===== config.mk =====
export PLATFORM = sky130hd
export DESIGN_NAME = padded16_stencil_window_gen
export DESIGN_NICKNAME = d
export VERILOG_FILES = /design/src/rtl/padded16_stencil_window_gen.sv
export SDC_FILE = /design/constraint.sdc
export NUM_CORES = 2
export LEC_CHECK = 0
export ABC_AREA = 1
export CELL_PAD_IN_SITES_DETAIL_PLACEMENT = 1
export CELL_PAD_IN_SITES_GLOBAL_PLACEMENT = 2
export CORE_MARGIN = 3
export CORE_UTILIZATION = 45
export CTS_CLUSTER_SIZE = 10
export DETAILED_ROUTE_END_ITERATION = 12
export PLACE_DENSITY = 0.81
export SLEW_MARGIN = 20
export SYNTH_ARGS = -nofsm -noshare
export SYNTH_HDL_FRONTEND = slang
export SYNTH_SLANG_ARGS = --single-unit
export TNS_END_PERCENT = 1

===== constraint.sdc =====
create_clock -name clk -period 16.15 [get_ports clk]
set_input_delay 3.23 -clock clk [delete_from_list [all_inputs] [get_ports clk]]
set_output_delay 3.23 -clock clk [all_outputs]
set_load 0.02 [all_outputs]

===== src/rtl/padded16_stencil_window_gen.sv =====
// ---------------------------------------------------------------------------
// padded16_stencil_window_gen
//
// Purpose: turns a row-major stream of signed 16-bit pixels into 6-tap
// Sobel-x windows for a downstream gradient compute unit. Two line buffers
// hold rows r-1 and r-2 of the frame. Two 3-entry column shift registers
// hold columns c-1 and c-2 of rows r, r-1 and r-2. A window is emitted for
// every accepted pixel at row >= 2 and column >= 2. Each window is centred
// one row up and one column left of that pixel.
//
// Ports:
//   clk            clock, rising edge
//   reset          asynchronous active-high reset
//   in_valid       in_pixel is valid
//   in_ready       block accepts in_pixel this cycle (!out_valid || out_ready)
//   in_pixel[15:0] signed pixel, row-major, frame-ordered
//   out_valid      out_tap0..5 hold a valid window
//   out_ready      downstream consumes the window
//   out_tap0..5    window taps:
//                    tap0 = P(r-2,c)    tap1 = P(r,c)      tap2 = P(r-1,c)
//                    tap3 = P(r-2,c-2)  tap4 = P(r-1,c-2)  tap5 = P(r,c-2)
//   frame_done     one-cycle pulse on the transfer of a frame's last window
// ---------------------------------------------------------------------------
module padded16_stencil_window_gen #(
  parameter int IMG_W = 64,
  parameter int IMG_H = 64
) (
  input  logic        clk,
  input  logic        reset,
  input  logic        in_valid,
  output logic        in_ready,
  input  logic [15:0] in_pixel,
  output logic        out_valid,
  input  logic        out_ready,
  output logic [15:0] out_tap0,
  output logic [15:0] out_tap1,
  output logic [15:0] out_tap2,
  output logic [15:0] out_tap3,
  output logic [15:0] out_tap4,
  output logic [15:0] out_tap5,
  output logic        frame_done
);

  localparam int CW = $clog2(IMG_W);
  localparam int RW = $clog2(IMG_H);
  localparam logic [CW-1:0] COL_LAST = CW'(IMG_W - 1);
  localparam logic [RW-1:0] ROW_LAST = RW'(IMG_H - 1);

  // Position of the next pixel to be accepted.
  logic [CW-1:0] r_col;
  logic [RW-1:0] r_row;

  // Line buffers: r_lb1 holds row r-1 and r_lb2 holds row r-2, indexed by column.
  logic [15:0] r_lb1 [IMG_W];
  logic [15:0] r_lb2 [IMG_W];

  // Column shift registers. Entry 0 is row r, 1 is row r-1, 2 is row r-2.
  // r_sh1 holds column c-1 and r_sh2 holds column c-2.
  logic [15:0] r_sh1 [3];
  logic [15:0] r_sh2 [3];

  logic [15:0] r_tap [6];
  logic        r_out_valid;
  logic        r_last;

  logic        w_accept;
  logic        w_win;
  logic        w_last;
  logic [15:0] w_lb1_rd;
  logic [15:0] w_lb2_rd;
  logic [15:0] w_col_new [3];
  logic [15:0] w_tap_next [6];

  // A single registered output stage. A new pixel can enter whenever the
  // held window is empty or is leaving on this same edge.
  assign in_ready   = !r_out_valid || out_ready;
  assign w_accept   = in_valid && in_ready;
  assign out_valid  = r_out_valid;
  assign frame_done = r_out_valid && out_ready && r_last;

  // Read the line buffers at the current column before this cycle's write.
  assign w_lb1_rd = r_lb1[r_col];
  assign w_lb2_rd = r_lb2[r_col];

  // Gating on row >= 2 also keeps the previous frame's line data out of
  // this frame's windows.
  assign w_win  = w_accept && (r_row >= RW'(2)) && (r_col >= CW'(2));
  assign w_last = (r_row == ROW_LAST) && (r_col == COL_LAST);

  assign w_col_new[0] = in_pixel;
  assign w_col_new[1] = w_lb1_rd;
  assign w_col_new[2] = w_lb2_rd;

  assign w_tap_next[0] = w_lb2_rd;
  assign w_tap_next[1] = in_pixel;
  assign w_tap_next[2] = w_lb1_rd;
  assign w_tap_next[3] = r_sh2[2];
  assign w_tap_next[4] = r_sh2[1];
  assign w_tap_next[5] = r_sh2[0];

  // Line-buffer RAM. It is not reset because its contents are only used
  // after two fresh rows have been written.
  always_ff @(posedge clk) begin
    if (w_accept) begin
      r_lb1[r_col] <= in_pixel;
      r_lb2[r_col] <= w_lb1_rd;
    end
  end

  // At column 0 the c-2 column is cleared. Windows are only taken from
  // column 2 onward, so no window mixes columns from two rows.
  generate
    for (genvar gi = 0; gi < 3; gi++) begin : g_shift
      always_ff @(posedge clk or posedge reset) begin
        if (reset) begin
          r_sh1[gi] <= '0;
          r_sh2[gi] <= '0;
        end else if (w_accept) begin
          r_sh1[gi] <= w_col_new[gi];
          r_sh2[gi] <= (r_col == '0) ? 16'h0000 : r_sh1[gi];
        end
      end
    end
  endgenerate

  // Output taps only load when a window is produced. While a window is
  // stalled no pixel is accepted, so the taps hold.
  generate
    for (genvar gi = 0; gi < 6; gi++) begin : g_tap
      always_ff @(posedge clk or posedge reset) begin
        if (reset) begin
          r_tap[gi] <= '0;
        end else if (w_win) begin
          r_tap[gi] <= w_tap_next[gi];
        end
      end
    end
  endgenerate

  always_ff @(posedge clk or posedge reset) begin
    if (reset) begin
      r_col       <= '0;
      r_row       <= '0;
      r_out_valid <= 1'b0;
      r_last      <= 1'b0;
    end else begin
      if (w_accept) begin
        if (r_col == COL_LAST) begin
          r_col <= '0;
          r_row <= (r_row == ROW_LAST) ? '0 : r_row + 1'b1;
        end else begin
          r_col <= r_col + 1'b1;
        end
      end
      if (w_win) begin
        r_out_valid <= 1'b1;
        r_last      <= w_last;
      end else if (out_ready) begin
        r_out_valid <= 1'b0;
      end
    end
  end

  assign out_tap0 = r_tap[0];
  assign out_tap1 = r_tap[1];
  assign out_tap2 = r_tap[2];
  assign out_tap3 = r_tap[3];
  assign out_tap4 = r_tap[4];
  assign out_tap5 = r_tap[5];

endmodule


## After elaboration in Yosys (flattened, before gate mapping)

Memories as Yosys holds them, arrays and structs flattened.
Cells that the tools add are included.

- Equal/unequal tests: 2
- Multiplexer cells: 9
- Add/sub/neg operators: 2
- Order comparisons: 2
- Reduce and logical (&&, ||, !) cells: 11

Operators with widths:

| operator | number |
|---|---|
| 16-bit 2-to-1 mux | 3 |
| 6-bit by 1-bit adder with 6-bit output, second input constant | 2 |
| 6-bit equality test, second input constant | 2 |
| 6-bit by 2-bit greater-or-equal comparator with 1-bit output, second input constant | 2 |
| 6-bit 2-to-1 mux | 2 |
| 1-bit logical AND | 6 |
| 6-bit logical NOT | 1 |
| 1-bit 2-to-1 mux | 4 |
| 2-bit AND reduction | 1 |
| 2-bit nonzero test | 1 |
| 1-bit logical NOT | 1 |
| 1-bit logical OR | 1 |

- Register bits after elaboration: 206
- Logic and storage cells: 44
- RAM bits: 2048
- Memories: 2

Memory list:

| memory | words | width | rd ports | clocked after Yosys merged registers in | wr ports | RTL line | source |
|---|---|---|---|---|---|---|---|
| r_lb1 | 64 | 16 | 1 | 0 | 1 | 54 | `logic [15:0] r_lb1 [IMG_W];` |
| r_lb2 | 64 | 16 | 1 | 0 | 1 | 55 | `logic [15:0] r_lb2 [IMG_W];` |

## Longest topological paths before layout

- Depth after elaboration: 6
- Depth in mapped cells: 14

## Worst setup path before layout

No wires, ideal clock.

- Path type: input port to output port
- Start point: input port out_ready
- End point: output port frame_done
- Path slack: 9.362 ns
- Cell stages on the path: 2
- Path buffers: 0
- Arrival time: 3.558 ns
- Cells stage by stage: nand2_1 nor2_1

- Word-level cells in the longest chain between the ends: 2

Ends and longest elaborated chain:

| item | RTL line | source |
|---|---|---|
| start: declaration | 34 | `input logic out_ready,` |
| 1-bit logical AND (2 in series) | 79 | `assign frame_done = r_out_valid && out_ready && r_last;` |
| end: declaration | 41 | `output logic frame_done` |

No other way between the ends.

## Worst setup path in the final report

- Start point: input port out_ready
- End point: output port in_ready

- Word-level cells in the longest chain between the ends: 1

Ends and longest elaborated chain:

| item | RTL line | source |
|---|---|---|
| 1-bit logical OR | 76 | `assign in_ready = !r_out_valid \|\| out_ready;` |
| end: declaration | 31 | `output logic in_ready,` |

No other way between the ends.

==> results.tsv <==
metric	value	unit
cp_max_fo	3	
rsz0062_at_grt	false	
grt_max_degree	169	
synth_top_area_cell	edfxtp_1	
startpoint_type	input pin	
cts-buffers-inserted	280	
clk_path_buf_depth	4	
hold_buffers	0	
num_rows	168	
place_area	100000	µm²
synth.net_count	9326	
avgSynthCellArea	10.3	µm²
cts_sinks	2254	
cts_setup_buffers	0	
die_width	467	µm
async_flop_share	9.14	%
hold_violations	0	
seq_area_frac_synth	69.7	%
ir_worst_vdd	0.000252	V
synth_edf_count	2048	
core	210000	µm²
postLayoutCoreUtil	51.3	%
syn_to_final_growth	12.8	%
grt_usage	27.1	%
post-synth-top-count-cell	nand2_1	
ctsRootBufferMaster	clkbuf_16	
period_minus_slack	7710	ps
start_util	45.4	%
ys_top_cells_by_area	edfxtp_1, nand2_1, inv_1, dfrtp_1, nand3_1	
max-slew-margin-rel	20.7	%
synth.top_cell.area_share	64.3	%
dr.pass1.iters	5	
antenna_left	0	
finalSetupViolations	0	
path_clk_slew	50	ps
htreeDepth	5	
yosysWarnings	0	
timing.hold.worst.class	reg -> reg	
num_vias	64800	
finalCritPeriodShare	47.7	%
slew_violations	0	
dp_hpwl	165000	µm
cp.required	12920	ps
viasPerCell	5.25	
path_class	in -> out	
powerDensity	188	nW/µm²
io_pins	119	
die_h	467	µm
synth_cell_types	29	
drtIter0Drc	6395	
antenna_found_initial	25	
tightest_slew	1180	ps
routedWlPerCell	23.9	µm
finClkSkew	44.1	ps
synth_flop_cell	edfxtp_1	
synth_common_cells	nand2_1, edfxtp_1, inv_1	
grt_pass1_vias	67400	
overflow	0	
arrival	4480	ps
portBuffers	118	
fmax	130	MHz
netlist_area	95600	µm²
cts_resized	0	
fin_area	108000	µm²
synth_seq_cells	2254	
place_congestion	0.792	
syn_inst	9301	
tns	0	ps
grt_pass1_wl	436000	µm
status	completed	
p_leak	47.1	nW
final_nets	9481	
layout-drive-gt1-share	7.02	%
die_area	218000	µm²
maxCapViolations	0	
end_kind	output port	
wirelength	295000	µm
cts_tree	done	
clk_latency	920	ps
drc	0	
-- layout make-up --
| class | count | area, µm² |
|---|---|---|
| antenna | 9 | 22.5 |
| clock buffer | 345 | 7370 |
| clock inverter | 8 | 72.6 |
| fill | 22700 | 103000 |
| inverter | 1883 | 7100 |
| multi-input combinational | 4754 | 20500 |
| sequential | 2254 | 66700 |
| tap | 2805 | 3510 |
| timing repair buffer | 283 | 2590 |
-- per-stage QoR --
step                worst slack, ps  total power, mW  hold slack [ps]  instances
finish                         8440             20.3              479      12300
global route                   8360             21.2              501      12300
CTS                            8430             20.5              482      12300
detailed placement             8440             15.0              467      12000
global placement               8410             14.8              464      12000
floorplan                      7300             11.7              450       9301
-- placed cells by master, fill, tap and decap left out, types with 2 or more instances in the layout --
cell type        instances
clkbuf_16              285
nand3_1                946
clkinv_1                 3
or2_0                    5
ha_1                     5
buf_4                  149
buf_16                   7
xor2_1                   3
nor3_2                   3
nand4_1                  2
nand2_4                  2
clkbuf_1                59
or2_2                   91
buf_12                   9
nand2_1               2837
nor2_4                  71
dfrtp_1                205
nand2_2                 19
nor2_1                 336
buf_2                   16
nor3_1                   5
edfxtp_1              2048
inv_6                    4
o21ai_1                 11
inv_1                 1876
inv_2                    3
diode_2                  9
clkdlybuf4s50_1        102
o21ai_0                409
a21oi_1                  3
-- worst max-delay path, cell delays in order --
cell,delay [ps]
clkdlybuf4s50_1,480
inv_1,50
nand2_1,100
clkdlybuf4s50_1,620
-- routing by layer --
metal	global-route usage (%)	wire (µm)	vias to the layer above
met2	43.9	138000	1807
met1	37.6	128000	33000
met3	3.73	18900	422
met4	9.57	10500	0
li1	-	-	29600
met5	0	0	-
-- cells by family (layout without fill, tap and decap cells) --
logic type / after synthesis / after routing / share of synthesized area [%]
fa+ha+maj: 5 / 5 / 0.0654
xor+xnor: 4 / 4 / 0.0367
other cells: 0 / 9 / 0
simple gates: 4321 / 4321 / 18.5
buf+inv: 2293 / 2519 / 9.45
compound gates: 424 / 424 / 2.22
flops: 2254 / 2254 / 69.7
-- final timing paths --
| path | startpoint | endpoint | slack, ps | depth (start not counted) |
|---|---|---|---|---|
| min in group asynchronous | reset | r_sh2[20]$_DFFE_PP0P_ | 2940 | 2 |
| worst max register to register | r_col[0]$_DFFE_PP0P_ | r_lb2[47][7]$_DFFE_PP_ | 9680 | 12 |
| worst min-delay path | out_tap4[12]$_DFFE_PP0P_ | out_tap4[12]$_DFFE_PP0P_ | 480 | 2 |
| max in group asynchronous | reset | r_col[0]$_DFFE_PP0P_ | 11520 | 3 |
| worst min register to register | out_tap4[12]$_DFFE_PP0P_ | out_tap4[12]$_DFFE_PP0P_ | 480 | 2 |
| worst max-delay path | out_ready | in_ready | 8440 | 4 |
-- state kept, by name, summed over array words and instances, names as in the netlist --
register,count
r_row,6
out_tap3,16
out_tap4,16
r_last,1
out_tap5,16
out_tap1,16
r_sh1,48
r_sh2,48
r_lb2,1024
out_tap0,16
out_valid,1
out_tap2,16
r_lb1,1024
r_col,6
-- power by group --
group	switching, mW	internal [mW]	leakage (nW)
Combinational	5.39	1.30	22.4
Clock	2.26	3.17	3.63
Sequential	0.197	7.99	21.1
Total	7.84	12.5	47.1
No activity file was read; power rests on OpenSTA's default activity.
